## config.mk

```make
export PLATFORM = sky130hd
export DESIGN_NAME = softmax_norm
export DESIGN_NICKNAME = d
export VERILOG_FILES = /design/src/rtl/softmax_pkg.sv /design/src/rtl/softmax_norm_recip_div.sv /design/src/rtl/softmax_norm.sv
export SDC_FILE = /design/constraint.sdc
export NUM_CORES = 2
export LEC_CHECK = 0
export ABC_CLOCK_PERIOD_IN_PS = 31100
export BUFFER_PORTS_ARGS = -buffer_cell sky130_fd_sc_hd__buf_4
export CELL_PAD_IN_SITES_DETAIL_PLACEMENT = 0
export CELL_PAD_IN_SITES_GLOBAL_PLACEMENT = 1
export CORE_ASPECT_RATIO = 1.2
export CORE_MARGIN = 5
export CORE_UTILIZATION = 50
export DETAILED_ROUTE_END_ITERATION = 8
export PLACE_DENSITY = 0.88
export SLEW_MARGIN = 15
export SYNTH_ARGS = -nofsm -noshare
export SYNTH_HDL_FRONTEND = slang
export SYNTH_SLANG_ARGS = --single-unit
export TNS_END_PERCENT = 100
```

## constraint.sdc

```tcl
create_clock -name clk -period 31.1 [get_ports clk]
set_input_delay 6.22 -clock clk [delete_from_list [all_inputs] [get_ports clk]]
set_output_delay 6.22 -clock clk [all_outputs]
set_load 0.05 [all_outputs]
```

## src/rtl/softmax_pkg.sv

```systemverilog
// Shared types and helpers for the softmax normalisation stage.
package softmax_pkg;

   typedef enum logic [1:0] {
      ACC  = 2'd0,
      DIV  = 2'd1,
      EMIT = 2'd2
   } norm_state_t;

   // ln(2) in Q.8, kept alongside the exp-stage constants
   localparam int unsigned LN2_Q8 = 177;

   // Clamp an unsigned value to the largest value representable in ow bits
   function automatic logic [127:0] sat_u(input logic [127:0] val, input int unsigned ow);
      logic [127:0] max_v;
      max_v = (128'd1 << ow) - 128'd1;
      return (val > max_v) ? max_v : val;
   endfunction

endpackage

```

## src/rtl/softmax_norm_recip_div.sv

```systemverilog
// Sequential restoring divider: quotient = floor(2^K / divisor).
// One quotient bit per cycle, K+1 cycles after start; done marks the final iteration.
module recip_div #(
   parameter int unsigned SW = 34,
   parameter int unsigned K  = 42
) (
   input  logic          clk,
   input  logic          rst_n,
   input  logic          start,
   input  logic [SW-1:0] divisor,
   output logic          busy,
   output logic          done,
   output logic [K:0]    quotient
);

   localparam int unsigned CW = $clog2(K + 2);

   logic [CW-1:0] r_cnt;
   logic [SW-1:0] r_rem;
   logic [SW-1:0] r_div;
   logic [K:0]    r_q;

   logic [SW:0]   w_shift;
   logic          w_ge;
   logic [SW:0]   w_diff;

   // Dividend is 2^K: only its first (most significant) bit is one
   assign w_shift = {r_rem, (r_cnt == CW'(K + 1))};
   assign w_ge    = (w_shift >= {1'b0, r_div});
   assign w_diff  = w_shift - {1'b0, r_div};

   assign busy     = (r_cnt != '0);
   assign done     = (r_cnt == CW'(1));
   assign quotient = r_q;

   // Load on start, then one restoring step per cycle until the count runs out
   always_ff @(posedge clk or negedge rst_n) begin
      if (!rst_n) begin
         r_cnt <= '0;
         r_rem <= '0;
         r_div <= '0;
         r_q   <= '0;
      end else if (start) begin
         r_cnt <= CW'(K + 1);
         r_rem <= '0;
         r_div <= divisor;
         r_q   <= '0;
      end else if (r_cnt != '0) begin
         r_rem <= w_ge ? w_diff[SW-1:0] : w_shift[SW-1:0];
         r_q   <= {r_q[K-1:0], w_ge};
         r_cnt <= r_cnt - CW'(1);
      end
   end

endmodule

```

## src/rtl/softmax_norm.sv

```systemverilog
// softmax_norm: buffers one vector of Q.8 exp values, computes 1/sum once with a
// restoring divider, then streams x_i/sum in unsigned Q.FRAC.
// Build option: SOFTMAX_NORM_ROUND_EN selects round-half-up instead of truncation.
module softmax_norm
   import softmax_pkg::*;
#(
   parameter int unsigned DW   = 32,
   parameter int unsigned N    = 8,
   parameter int unsigned FRAC = 8,
   parameter int unsigned OW   = 16
) (
   input  logic          clk,
   input  logic          rst_n,
   input  logic          in_valid,
   output logic          in_ready,
   input  logic [DW-1:0] in_data,
   input  logic          in_last,
   output logic          out_valid,
   input  logic          out_ready,
   output logic [OW-1:0] out_data,
   output logic          out_last,
   output logic          busy,
   output logic          err
);

   localparam int unsigned IW = $clog2(N);
   localparam int unsigned CW = IW + 1;
   localparam int unsigned SW = DW + IW;
   localparam int unsigned K  = SW + FRAC;
   localparam int unsigned PW = DW + K + 1;

   norm_state_t   r_state, w_state_nxt;
   logic [DW-1:0] r_buf [N];
   logic [CW-1:0] r_cnt;
   logic [CW-1:0] r_idx;
   logic [SW-1:0] r_sum;
   logic          r_err;

   logic [DW-1:0] w_x;
   logic [SW-1:0] w_sum_nxt;
   logic          w_in_fire;
   logic          w_out_fire;
   logic          w_vec_end;
   logic          w_start;
   logic          w_div_done;
   logic          w_div_busy;
   logic [K:0]    w_quot;
   logic [K:0]    w_recip;
   logic [PW-1:0] w_prod;
   logic [PW-1:0] w_scaled;
   logic [127:0]  w_sat;
   logic          w_last_el;
   logic          w_unused;

   assign w_x        = in_data[DW-1] ? '0 : in_data;
   assign w_sum_nxt  = r_sum + SW'(w_x);
   assign w_in_fire  = in_valid && in_ready;
   assign w_out_fire = out_valid && out_ready;
   assign w_vec_end  = in_last || (r_cnt == CW'(N - 1));
   // Zero sum never starts the divider; DIV handles it in a single cycle
   assign w_start    = w_in_fire && w_vec_end && (w_sum_nxt != '0);

   recip_div #(
      .SW (SW),
      .K  (K)
   ) u_recip_div (
      .clk      (clk),
      .rst_n    (rst_n),
      .start    (w_start),
      .divisor  (w_sum_nxt),
      .busy     (w_div_busy),
      .done     (w_div_done),
      .quotient (w_quot)
   );

   assign w_recip   = (r_sum == '0) ? '0 : w_quot;
   assign w_prod    = PW'(r_buf[r_idx[IW-1:0]]) * PW'(w_recip);
`ifdef SOFTMAX_NORM_ROUND_EN
   assign w_scaled  = (w_prod + (PW'(1) << (SW - 1))) >> SW;
`else
   assign w_scaled  = w_prod >> SW;
`endif
   assign w_sat     = sat_u(128'(w_scaled), OW);
   assign w_last_el = (r_idx == r_cnt - CW'(1));
   assign w_unused  = ^{w_sat[127:OW], w_div_busy};

   // Next-state and handshake outputs
   always_comb begin
      w_state_nxt = r_state;
      in_ready    = 1'b0;
      out_valid   = 1'b0;
      busy        = 1'b0;
      unique case (r_state)
         ACC: begin
            in_ready = 1'b1;
            if (w_in_fire && w_vec_end) w_state_nxt = DIV;
         end
         DIV: begin
            busy = 1'b1;
            if (r_sum == '0 || w_div_done) w_state_nxt = EMIT;
         end
         EMIT: begin
            busy      = 1'b1;
            out_valid = 1'b1;
            if (w_out_fire && w_last_el) w_state_nxt = ACC;
         end
         default: w_state_nxt = ACC;
      endcase
   end

   assign out_data = out_valid ? w_sat[OW-1:0] : '0;
   assign out_last = out_valid && w_last_el;
   assign err      = r_err;

   // State register
   always_ff @(posedge clk or negedge rst_n) begin
      if (!rst_n) r_state <= ACC;
      else        r_state <= w_state_nxt;
   end

   // Buffer fill, running sum, emit index and sticky error
   always_ff @(posedge clk or negedge rst_n) begin
      if (!rst_n) begin
         for (int i = 0; i < int'(N); i++) r_buf[i] <= '0;
         r_cnt <= '0;
         r_idx <= '0;
         r_sum <= '0;
         r_err <= 1'b0;
      end else begin
         unique case (r_state)
            ACC: begin
               if (w_in_fire) begin
                  r_buf[r_cnt[IW-1:0]] <= w_x;
                  r_sum                <= w_sum_nxt;
                  r_cnt                <= r_cnt + CW'(1);
                  if (r_cnt == CW'(N - 1) && !in_last) r_err <= 1'b1;
               end
            end
            DIV: begin
               if (r_sum == '0) r_err <= 1'b1;
            end
            EMIT: begin
               if (w_out_fire) begin
                  if (w_last_el) begin
                     r_cnt <= '0;
                     r_sum <= '0;
                     r_idx <= '0;
                  end else begin
                     r_idx <= r_idx + CW'(1);
                  end
               end
            end
            default: ;
         endcase
      end
   end

endmodule

```

-- Word level (Yosys, flattened, before mapping)
Cells that the tools add are included.
- register bits after elaboration: 422
- bits in latches: 0
- RAM bits: 0
- memory bits (read-only): 0
- input port bits: 37
- output and inout port bits: 21
- logic and storage cells: 106
- memories kept: 0
- $add $sub $neg: 6
- multipliers: 1
- divide/modulo/power cells: 0
- $lt $le $gt $ge: 5
- eq/ne operators: 14
- shift operators: 0
- mux-type cells: 37
- bitwise logic cells: 2
- reduce and logical (&&, ||, !) cells: 24
- operators with widths (operator ; count):
    $bwmux 256 ; 1
    $mux 35 ; 6
    $mux 44 ; 3
    $bmux 32 s3 ; 1
    $demux 32 s3 ; 1
    $mux 32 ; 3
    $mul 32x44->76 ; 1
    $pmux 35 s2 ; 1
    $gt 41x16->1 const B ; 1
    $ge 36x35->1 ; 1
    $add 35x31->35 ; 1
    $logic_not 35->1 ; 1
    $reduce_bool 35->1 ; 1
    $sub 35x35->35 ; 1
    $mux 16 ; 2
    $mux 31 ; 1
    $mux 4 ; 4
    $ne 2x2->1 const B ; 8
    $mux 6 ; 2
    $add 4x1->4 const B ; 2
    $ge 4x4->1 const B ; 2
    $logic_and 1x1->1 ; 8
    $not 3->4 ; 2
    $pmux 4 s2 ; 1
    22 further kinds ; 34

-- Depth between registers and ports, before layout
- depth in word-level cells: 8
- gate-level depth with buffers: 41
- gate-level depth less buffers: 34

-- Hierarchy
Synthesis repeated with hierarchy kept, for this count alone.
- cell total of the unflattened synthesis: 7345
- area total of the unflattened synthesis: 65077.4 µm²
- modules (own cells, without submodules) (module ; times used ; cells an instance ; area each (µm²) ; seq. area each (µm²)):
    softmax_norm ; 1 ; 6502 ; 57697.8 ; 7357.1
    recip_div ; 1 ; 843 ; 7379.6 ; 3002.9

-- Worst setup path before layout
Ideal clock, no wire load.
- path kind: flip-flop to output port
- start point: register r_idx[0]
- end point: output out_data[0]
- data arrival time: 10.511 ns
- required time: 24.880 ns
- setup slack: 14.369 ns
- stages on the path, launching flop included: 31
- buffers on the path: 5
- cell sequence: dfrtp_1 > buf_2 > buf_1 > clkbuf_1 > clkbuf_1 > mux4_2 > mux2i_1 > clkbuf_1 > nor2_1 > fa_1 > inv_1 > fa_1 > inv_1 > fa_1 > fa_1 > fa_1 > fa_1 > fa_1 > fa_1 > ha_1 > and4_1 > nand4b_1 > nor4_1 > a22o_1 > o21ai_0 > a31oi_1 > o21ai_1 > o21ai_0 > xor2_1 > nor4_1 > a21boi_0
- longest elaborated chain between the ends: 8
- RTL lines (item ; RTL line ; source):
    from (decl) ; softmax_norm.sv:35 ; logic [CW-1:0] r_idx;
    from (signal assigned) ; softmax_norm.sv:149 ; r_idx <= r_idx + CW'(1);
    $not 3->4 (not written as such) * ; softmax_norm.sv:77 ; assign w_prod = PW'(r_buf[r_idx[IW-1:0]]) * PW'(w_recip);
    $bmux 32 s3 * ; softmax_norm.sv:77 ;
    $mux 32 (not written as such) * (2 in series) ; softmax_norm.sv:77 ;
    $mul 32x44->76 * ; softmax_norm.sv:77 ;
    $gt 41x16->1 ; softmax_pkg.sv:17 ; return (val > max_v) ? max_v : val;
    $mux 16 * ; softmax_pkg.sv:17 ;
    $mux 16 * ; softmax_norm.sv:111 ; assign out_data = out_valid ? w_sat[OW-1:0] : '0;
    to (decl) ; softmax_norm.sv:20 ; output logic [OW-1:0] out_data,
Mark *: on every way between the ends. The rest lies on a longest branch, timed or not. The select of a mux whose other input is x is not followed.

-- Worst setup path in the final report
- start point: register r_sum[33]
- end point: output out_data[0]
- longest elaborated chain between the ends: 6
- RTL lines (item ; RTL line ; source):
    from (decl) ; softmax_norm.sv:36 ; logic [SW-1:0] r_sum;
    from (signal assigned) ; softmax_norm.sv:134 ; r_sum <= w_sum_nxt;
    $logic_not 35->1 * ; softmax_norm.sv:76 ; assign w_recip = (r_sum == '0) ? '0 : w_quot;
    $mux 44 * ; softmax_norm.sv:76 ;
    $mul 32x44->76 * ; softmax_norm.sv:77 ;
    $gt 41x16->1 ; softmax_pkg.sv:17 ;
    $mux 16 * ; softmax_pkg.sv:17 ;
    $mux 16 * ; softmax_norm.sv:111 ;
Mark *: on every way between the ends. The rest lies on a longest branch, timed or not.

==> results.json <==
{
  "worstMarginPinSlew_ns": 1.27,
  "cp.arrival_ns": 13.09,
  "synth_area_leader_cell": "fa_1",
  "cts_buffers": 47,
  "cts.repair.resized": 0,
  "drt_iter0_drc": 4319,
  "status": "finished clean",
  "track_usage": 0.336,
  "n_fill_cell": 11900,
  "yosys_warnings": 0,
  "htree_levels": 2,
  "placementRows": 144,
  "crit_fanout": 69,
  "boundaryPins": 58,
  "grt_max_degree": 83,
  "drive_above_1_share": 0.0559,
  "dp_hpwl_um": 172000,
  "yosys-top-cells-area": "fa_1 38%, dfrtp_1 16%, inv_1 7.8%",
  "r2r_end": "u_recip_div.r_div[0]$_DFFE_PN0P_",
  "synth_top_area_share": 0.376,
  "cts_hold_buffers": 0,
  "synthMuxAreaShare": 0.0375,
  "wl_um": 227000,
  "placed_cells": 8767,
  "areaGrowthSynthToFinish_pct": 5.60,
  "cts-root-buf": "clkbuf_16",
  "synth.avg_cell_area_um2": 8.85,
  "syn_nets": 8958,
  "ys_ff_latch": 414,
  "cp_common_cell": "fa_1",
  "synth.distinct_cells": 84,
  "stdcell_count": 8860,
  "die_h_um": 404,
  "synth-xor-area-share": 0.0134,
  "dieArea_mm2": 0.137,
  "slowest_stage": "nand2_1",
  "start_util": 0.504,
  "routed-via-count": 52300,
  "crit_path_start_kind": "flop",
  "final_cell_mix": "1339 x inv_1, 1216 x fa_1, 1176 x nand2_1",
  "drv_slew": 0,
  "cts_tree": "yes",
  "setup_viol": 0,
  "r2r_cells": 14,
  "end_kind": "output pin",
  "setup-tns-final_ns": 0,
  "synthCells": 7319,
  "wl_per_cell_um": 25.6,
  "syn_area_mm2": 0.0648,
  "final_common_cell": "inv_1",
  "synth_ff_type": "dfrtp_1",
  "p_per_area_mw_per_mm2": 104,
  "fin_crit_sh": 0.621,
  "final.min_clock_period_ns": 19.31,
  "dr.pass1.iters": 6,
  "p_total_w": 0.00712,
  "async_flop_share": 1.00,
  "synth_compound_area_frac": 0.0827,
  "clkLatencyLatePin_ns": 0.64,
  "synth_top_family_by_area": "adder cells",
  "crit_start": "r_sum[33]$_DFFE_PN0P_",
  "max_freq_mhz": 51.8,
  "fin_skew_ns": 0.0408,
  "relSlewSlack": 0.154,
  "grt_first_pass_wirelength_um": 346000,
  "cts_sinks": 414,
  "r2r_start": "r_sum[1]$_DFFE_PN0P_",
  "path_class": "reg2out",
  "viasPerCell": 5.91,
  "worstHoldPathType": "reg2reg",
  "drc": 0,
  "yosysSeqAreaShare": 0.160,
  "design.core.area_mm2": 0.129,
  "r2r_slack_ns": 25.95,
  "grt_antenna_before_repair": 8,
  "hold_viol": 0,
  "leakage_nw": 33.4,
  "die_width_um": 339,
  "synthAdderAreaFrac": 0.450,
  "maxCapViolations": 0,
  "detail-route-antenna-nets": 0,
  "gp_congestion": 1.04,
  "post-cts-setup-buffer-count": 0,
  "cts.path.max_buffers": 3,
  "crit_path_end": "out_data[0]",
  "nets": 8776,
  "max_stage_delay_ns": 1.00,
  "synth_edf_count": 0,
  "grt_pass1_vias": 56500,
  "vdd_drop_max_mv": 0.133,
  "numPortBuffers": 57,
  "rsz0062_at_grt": "no",
  "clk_transition_reported_paths_ns": 0.06,
  "crit_required_ns": 24.88,
  "grt_overflow": 0,
  "yosys.area_share.simple": 0.156
}
==> synthesized netlist by cell type, drive strengths merged, types with 6 or more instances <==
| master | number |
|---|---|
| o211ai | 19 |
| mux4 | 62 |
| nand3 | 39 |
| mux2i | 50 |
| o31ai | 8 |
| or3 | 10 |
| nor4 | 36 |
| nand2 | 1180 |
| o311ai | 6 |
| a211oi | 43 |
| o21bai | 17 |
| and2 | 57 |
| mux2 | 43 |
| clkbuf | 342 |
| inv | 1339 |
| buf | 41 |
| a31oi | 17 |
| a2111oi | 6 |
| fa | 1216 |
| a22o | 19 |
| nand2b | 71 |
| a21o | 66 |
| o21a | 17 |
| a21boi | 23 |
| nor3 | 61 |
| dfrtp | 414 |
| o21ai | 382 |
| a21oi | 220 |
| ha | 386 |
| and3 | 41 |
| xor2 | 44 |
| nor2b | 12 |
| or4 | 9 |
| nor2 | 849 |
| xnor2 | 55 |
| nand4 | 40 |
==> worst max-delay path, delay by kind of cell (launching register included) <==
kind	cells	cell delay (ns)
and+or+nand+nor	10	4.44
adders and majority gates	9	4.44
muxes	1	0.24
DFF	1	0.45
buffers and inverters	6	0.87
AOI/OAI and AO/OA	6	1.84
==> flip-flops by register name, indices dropped and copies added (netlist names) <==
name,cells
u_recip_div.r_rem,35
r_idx,4
r_buf,248
r_sum,35
r_cnt,4
r_state,2
u_recip_div.r_div,35
err,1
u_recip_div.r_cnt,6
u_recip_div.quotient,44
==> where the power goes <==
group          switching (W)  internal, W  total [W]
combinational        0.00374      0.00188    0.00561
clock               0.000257     0.000308   0.000566
sequential          0.000176     0.000765   0.000942
==> how the worst min path moves through the flow <==
stage | start | endpoint | cells past startpoint
floorplan | r_buf[162]$_DFFE_PN0P_ | r_buf[162]$_DFFE_PN0P_ | 2
global placement | r_buf[145]$_DFFE_PN0P_ | r_buf[145]$_DFFE_PN0P_ | 2
detailed placement | r_buf[144]$_DFFE_PN0P_ | r_buf[144]$_DFFE_PN0P_ | 2
CTS | r_buf[167]$_DFFE_PN0P_ | r_buf[167]$_DFFE_PN0P_ | 2
global route | r_buf[51]$_DFFE_PN0P_ | r_buf[51]$_DFFE_PN0P_ | 2
finish | r_buf[167]$_DFFE_PN0P_ | r_buf[167]$_DFFE_PN0P_ | 2
==> area by class of cell <==
cell class | instances | area, um2 | share of cell area
timing repair buffer | 152 | 1150 | 0.0168
inverter | 1339 | 5030 | 0.0734
sequential | 414 | 10400 | 0.152
multi-input combinational | 5183 | 48200 | 0.705
tap | 1679 | 2100 | 0.0307
clock inverter | 25 | 259 | 0.00378
clock buffer | 60 | 1290 | 0.0189
antenna | 8 | 20.0 | 0.000293
==> metal layers <==
metal,vias to the layer above,track usage,share of wire
li1,22200,-,-
met1,26400,0.378,0.34
met2,2678,0.554,0.47
met3,1080,0.0702,0.083
met4,8,0.277,0.11
met5,-,0,0.00021
==> kinds of logic after synthesis <==
| logic type | after synthesis |
|---|---|
| xor gates and xnor gates | 99 |
| muxes | 155 |
| buffers and inverters | 1722 |
| AOI/OAI and AO/OA | 894 |
| and+or+nand+nor | 2433 |
| DFF | 414 |
| adders and majority gates | 1602 |
==> through the flow <==
stage / setup slack (ns) / util / area [um2] / hold slack [ns]
floorplan: 14.37 / - / 64800 / 0.445
global placement: 12.35 / 0.520 / 66800 / 0.456
detailed placement: 12.51 / 0.520 / 66900 / 0.465
CTS: 11.82 / 0.532 / 68400 / 0.479
global route: 11.46 / 0.532 / 68400 / 0.491
finish: 11.79 / 0.532 / 68400 / 0.473
No activity file was read; power rests on OpenSTA's default activity.
